<file path="config.mk">
export PLATFORM = sky130hd
export DESIGN_NAME = debounce_bank
export DESIGN_NICKNAME = d
export VERILOG_FILES = /design/src/rtl/debounce_pkg.sv /design/src/rtl/debounce_chan.sv /design/src/rtl/debounce_bank.sv
export SDC_FILE = /design/constraint.sdc
export NUM_CORES = 1
export LEC_CHECK = 0
export ABC_AREA = 1
export CAP_MARGIN = 15
export CELL_PAD_IN_SITES_DETAIL_PLACEMENT = 0
export CELL_PAD_IN_SITES_GLOBAL_PLACEMENT = 1
export CORE_MARGIN = 2
export CORE_UTILIZATION = 40
export DETAILED_ROUTE_END_ITERATION = 10
export GPL_TIMING_DRIVEN = 0
export PLACE_DENSITY_LB_ADDON = 0.1
export SLEW_MARGIN = 15
export SYNTH_ARGS = -nofsm -noshare
export SYNTH_HDL_FRONTEND = slang
export SYNTH_SLANG_ARGS = --single-unit
export TNS_END_PERCENT = 1
</file>
<file path="constraint.sdc">
create_clock -name clk -period 3 [get_ports clk]
set_input_delay 0.3 -clock clk [delete_from_list [all_inputs] [get_ports clk]]
set_output_delay 0.3 -clock clk [all_outputs]
set_load 0.01 [all_outputs]
</file>
<file path="src/rtl/debounce_pkg.sv">
// Shared defaults and width helpers for the push-button debounce bank.
package debounce_pkg;

   // Default filter and auto-repeat timing, in sampling-clock cycles.
   localparam int unsigned DefStable    = 4;
   localparam int unsigned DefHoldCyc   = 20;
   localparam int unsigned DefRepeatCyc = 5;

   // Stability counter width: it counts 0 .. stable-1.
   function automatic int unsigned cnt_w(input int unsigned stable);
      int unsigned w;
      w = $clog2(stable);
      if (w < 1) w = 1;
      return w;
   endfunction

   // Hold counter width: it must hold the larger of the two reload values.
   function automatic int unsigned hold_w(input int unsigned hold_cyc,
                                          input int unsigned repeat_cyc);
      int unsigned m;
      int unsigned w;
      m = (hold_cyc > repeat_cyc) ? hold_cyc : repeat_cyc;
      w = $clog2(m + 1);
      if (w < 1) w = 1;
      return w;
   endfunction

endpackage : debounce_pkg

</file>
<file path="src/rtl/debounce_chan.sv">
// One button channel: two-flop synchroniser, stability filter, edge pulses
// and optional auto-repeat while the debounced level is held high.
// The release and repeat pulses are named release_p / repeat_p because
// release and repeat are reserved words.
module debounce_chan
   import debounce_pkg::*;
#(
   parameter int unsigned STABLE     = DefStable,
   parameter int unsigned HOLD_CYC   = DefHoldCyc,
   parameter int unsigned REPEAT_CYC = DefRepeatCyc,
   parameter bit          REPEAT_EN  = 1'b1
) (
   input  logic clk,
   input  logic rst_n,
   input  logic btn_raw,
   output logic level,
   output logic press,
   output logic release_p,
   output logic repeat_p
);

   localparam int unsigned CntW  = cnt_w(STABLE);
   localparam int unsigned HoldW = hold_w(HOLD_CYC, REPEAT_CYC);

   localparam logic [CntW-1:0]  CntMax   = CntW'(STABLE - 1);
   localparam logic [HoldW-1:0] HoldLoad = HoldW'(HOLD_CYC - 1);
   localparam logic [HoldW-1:0] RptLoad  = HoldW'(REPEAT_CYC - 1);

   // Elaboration-time legality checks on the timing parameters.
   if (STABLE < 2) begin : g_chk_stable
      $fatal(1, "debounce_chan: STABLE must be >= 2");
   end
   if (HOLD_CYC < 1) begin : g_chk_hold
      $fatal(1, "debounce_chan: HOLD_CYC must be >= 1");
   end
   if (REPEAT_CYC < 1) begin : g_chk_repeat
      $fatal(1, "debounce_chan: REPEAT_CYC must be >= 1");
   end

   logic [1:0]       sync_q;
   logic [1:0]       sync_d;
   logic [CntW-1:0]  cnt_q;
   logic [CntW-1:0]  cnt_d;
   logic [HoldW-1:0] hcnt_q;
   logic [HoldW-1:0] hcnt_d;
   logic             level_q;
   logic             level_d;
   logic             press_q;
   logic             press_d;
   logic             rel_q;
   logic             rel_d;
   logic             rpt_q;
   logic             rpt_d;
   logic             s;

   assign s = sync_q[1];

   // Synchroniser shift: raw pin into stage 0, stage 0 into stage 1.
   always_comb begin
      sync_d = {sync_q[0], btn_raw};
   end

   // Stability filter: level follows s only after STABLE differing samples.
   always_comb begin
      cnt_d   = cnt_q;
      level_d = level_q;
      press_d = 1'b0;
      rel_d   = 1'b0;
      if (s == level_q) begin
         cnt_d = '0;
      end else if (cnt_q == CntMax) begin
         cnt_d   = '0;
         level_d = s;
         press_d = s;
         rel_d   = ~s;
      end else begin
         cnt_d = cnt_q + CntW'(1);
      end
   end

   // Auto-repeat: press loads the hold delay, zero count fires and reloads.
   // A press cycle always has level_q = 0, so press and repeat never overlap;
   // a release cycle clears the counter before any repeat can fire.
   always_comb begin
      hcnt_d = hcnt_q;
      rpt_d  = 1'b0;
      if (!REPEAT_EN) begin
         hcnt_d = '0;
      end else if (press_d) begin
         hcnt_d = HoldLoad;
      end else if (rel_d || !level_q) begin
         hcnt_d = '0;
      end else if (hcnt_q == '0) begin
         rpt_d  = 1'b1;
         hcnt_d = RptLoad;
      end else begin
         hcnt_d = hcnt_q - HoldW'(1);
      end
   end

   // All channel state, cleared asynchronously.
   always_ff @(posedge clk or negedge rst_n) begin
      if (!rst_n) begin
         sync_q  <= '0;
         cnt_q   <= '0;
         hcnt_q  <= '0;
         level_q <= 1'b0;
         press_q <= 1'b0;
         rel_q   <= 1'b0;
         rpt_q   <= 1'b0;
      end else begin
         sync_q  <= sync_d;
         cnt_q   <= cnt_d;
         hcnt_q  <= hcnt_d;
         level_q <= level_d;
         press_q <= press_d;
         rel_q   <= rel_d;
         rpt_q   <= rpt_d;
      end
   end

   assign level     = level_q;
   assign press     = press_q;
   assign release_p = rel_q;
   assign repeat_p  = rpt_q;

endmodule : debounce_chan

</file>
<file path="src/rtl/debounce_bank.sv">
// Bank of NCH independent debounce channels for the front-panel buttons.
module debounce_bank
   import debounce_pkg::*;
#(
   parameter int unsigned       NCH        = 4,
   parameter int unsigned       STABLE     = DefStable,
   parameter int unsigned       HOLD_CYC   = DefHoldCyc,
   parameter int unsigned       REPEAT_CYC = DefRepeatCyc,
   parameter logic [NCH-1:0]    REPEAT_EN  = {NCH{1'b1}}
) (
   input  logic           clk,
   input  logic           rst_n,
   input  logic [NCH-1:0] btn_raw,
   output logic [NCH-1:0] level,
   output logic [NCH-1:0] press,
   output logic [NCH-1:0] release_p,
   output logic [NCH-1:0] repeat_p
);

   for (genvar i = 0; i < NCH; i++) begin : g_chan
      debounce_chan #(
         .STABLE     (STABLE),
         .HOLD_CYC   (HOLD_CYC),
         .REPEAT_CYC (REPEAT_CYC),
         .REPEAT_EN  (REPEAT_EN[i])
      ) u_chan (
         .clk       (clk),
         .rst_n     (rst_n),
         .btn_raw   (btn_raw[i]),
         .level     (level[i]),
         .press     (press[i]),
         .release_p (release_p[i]),
         .repeat_p  (repeat_p[i])
      );
   end

endmodule : debounce_bank
</file>
==> flow_summary.json <==
{
  "synth_area_leaders": "dfrtp_1 59%, nand2_1 6.3%, inv_1 5.9%",
  "finalSetupViolCount": 0,
  "worst_hold_slack_ns": -0.0108,
  "grt_max_degree": 29,
  "finClkSkew_ns": 0.00729,
  "antenna_found_initial": 0,
  "antenna_left": 0,
  "n_fill_cell": 503,
  "wire_per_inst_um": 9.37,
  "crit_path_start_kind": "flop",
  "ys.warnings.count": 0,
  "grt.overflow.total": 0,
  "drive_gt1_share_pct": 15.4,
  "port_buffers": 21,
  "power_w": 0.00223,
  "cts.reportedPaths.clkPinSlew_ns": 0.09,
  "synth_area_um2": 2220,
  "cts_tree": "done",
  "vias_per_cell": 4.24,
  "rsz0062_at_grt": "no",
  "first_pass_iters": 4,
  "p_leak_nw": 1.39,
  "core_um2": 5440,
  "antenna_cells": 0,
  "yosys.area.top_type": "dfrtp_1",
  "finalHoldViolCount": 24,
  "vdd_drop_max_v": 0.000474,
  "crit_fanout": 3,
  "crit_arrival_ns": 1.33,
  "hpwl_um": 2280,
  "cts_made_buffers": 5,
  "ys_ff_latch": 52,
  "path_class": "reg -> out",
  "violations": "negative hold slack",
  "drv_slew": 0,
  "powerDensity_nw_per_um2": 854,
  "cts.sinks": 52,
  "die-area_um2": 6160,
  "gp_congestion": 0.745,
  "synth_cells": 224,
  "maxCapViolCount": 0,
  "synth_nets": 238,
  "cts_hold_buf": 0,
  "ctsLongestPathBuffers": 2,
  "finalInstanceArea_um2": 2610,
  "slew_headroom_pct": 62.1,
  "final_nets": 267,
  "setup_ws_ns": 1.37,
  "layout_common_cells": "52 x dfrtp_1, 37 x nand2_1, 35 x inv_1",
  "fmax_mhz": 613,
  "final_common_cell": "dfrtp_1",
  "yosysTopAreaCellShare_pct": 58.6,
  "num_rows": 27,
  "drt-total-wl_um": 3050,
  "yosysSeqAreaShare_pct": 58.6,
  "die_w_um": 78.5,
  "io_pins": 22,
  "fin_setup_tns_ns": 0,
  "grt_pass1_wl_um": 5660,
  "min_period_ns": 1.63,
  "post_dp_cell_area_um2": 2540,
  "syn_avg_cell_area_um2": 9.91,
  "worstMarginPinSlew_ns": 0.568,
  "fin_crit_sh_pct": 54.4,
  "dpl_worst_slack_ns": 1.69,
  "worstSetupEndpointType": "output port",
  "drc": 0,
  "grtUsageTotal_pct": 11.7,
  "clock_latency_ns": 0.30,
  "hold_class": "in -> async",
  "htreeDepth": 2,
  "first_iter_violations": 35,
  "vias": 1377,
  "clockRootBuffer": "clkbuf_8",
  "post_cts_buffers": 0,
  "cts.repair.resized": 0,
  "required_ns": 2.70,
  "areaGrowthSynthToFinish_pct": 17.7,
  "status": "finished with violations",
  "die_h_um": 78.5,
  "synth_cell_types": 12,
  "grt_pass1_vias": 1288,
  "start_util_pct": 40.8
}
==> final timing paths <==
kind                                                  from                          to  slack, ns  cells after the start
worst max-delay path                g_chan[3].u_chan.level                    level[3]       1.37                      2
worst min-delay path                                 rst_n  g_chan[3].u_chan.hcnt_q[0]      -0.01                      1
worst max register to register   g_chan[2].u_chan.cnt_q[0]  g_chan[2].u_chan.hcnt_q[3]       1.85                      4
worst min register to register  g_chan[1].u_chan.sync_q[0]  g_chan[1].u_chan.sync_q[1]       0.35                      0
max in group asynchronous                            rst_n  g_chan[3].u_chan.sync_q[1]       2.47                      2
min in group clk                g_chan[1].u_chan.sync_q[0]  g_chan[1].u_chan.sync_q[1]       0.35                      0
==> metrics by stage <==
step / cells / hold slack, ns / utilization, %
after floorplan: 224 / 0.00441 / -
after global placement: 317 / 0.331 / 46.4
after detailed placement: 318 / 0.334 / 46.6
after CTS: 325 / 0.00606 / 48.1
after global routing: 325 / 0.0177 / 48.1
final: 325 / -0.0108 / 48.1
==> state kept, by name, indices dropped and copies added (netlist names) <==
register	cells
g_chan.u_chan.hcnt_q	20
g_chan.u_chan.cnt_q	8
g_chan.u_chan.sync_q	8
g_chan.u_chan.level	4
g_chan.u_chan.press	4
g_chan.u_chan.release_p	4
g_chan.u_chan.repeat_p	4
==> cell families after synthesis <==
family / share of synthesized area, %
AND/OR/NAND/NOR: 18.1
buffers and inverters: 12.7
flip-flops: 58.6
adder cells (fa/ha/maj): 4.51
AO/OA/AOI/OAI: 2.93
XOR/XNOR: 3.16
==> per-layer routing <==
metal,track usage [%],wire length (um)
met5,0,0
met4,4.74,59
met3,3.79,122
met2,17.8,1360
met1,15.4,1500
==> synthesized netlist by cell type (all sizes together) <==
| cell type | count |
|---|---|
| a21oi | 4 |
| buf | 16 |
| dfrtp | 52 |
| ha | 8 |
| inv | 43 |
| nand2 | 37 |
| nand3 | 24 |
| nor2 | 25 |
| nor3 | 7 |
| xnor2 | 8 |
==> worst max-delay path, cell delays in order (launching register included) <==
cell             delay [ns]
dfrtp_1                0.40
buf_4                  0.12
clkdlybuf4s50_1        0.52
==> cell type report <==
class	count	area [um^2]	share of cell area [%]
Tap cell	72	90.1	3.45
Inverter	43	161	6.18
Clock inverter	1	5.00	0.191
Clock buffer	6	72.6	2.78
Multi-Input combinational cell	113	638	24.4
Buffer	16	120	4.60
Timing Repair Buffer	22	225	8.62
Sequential cell	52	1300	49.8
==> power breakdown <==
| group | internal (W) | total, W | switching, W |
|---|---|---|---|
| sequential | 0.000877 | 0.000978 | 0.000102 |
| combinational | 0.000406 | 0.000883 | 0.000477 |
| clock | 0.000159 | 0.000370 | 0.000211 |
(Power assumes the default switching activity.)
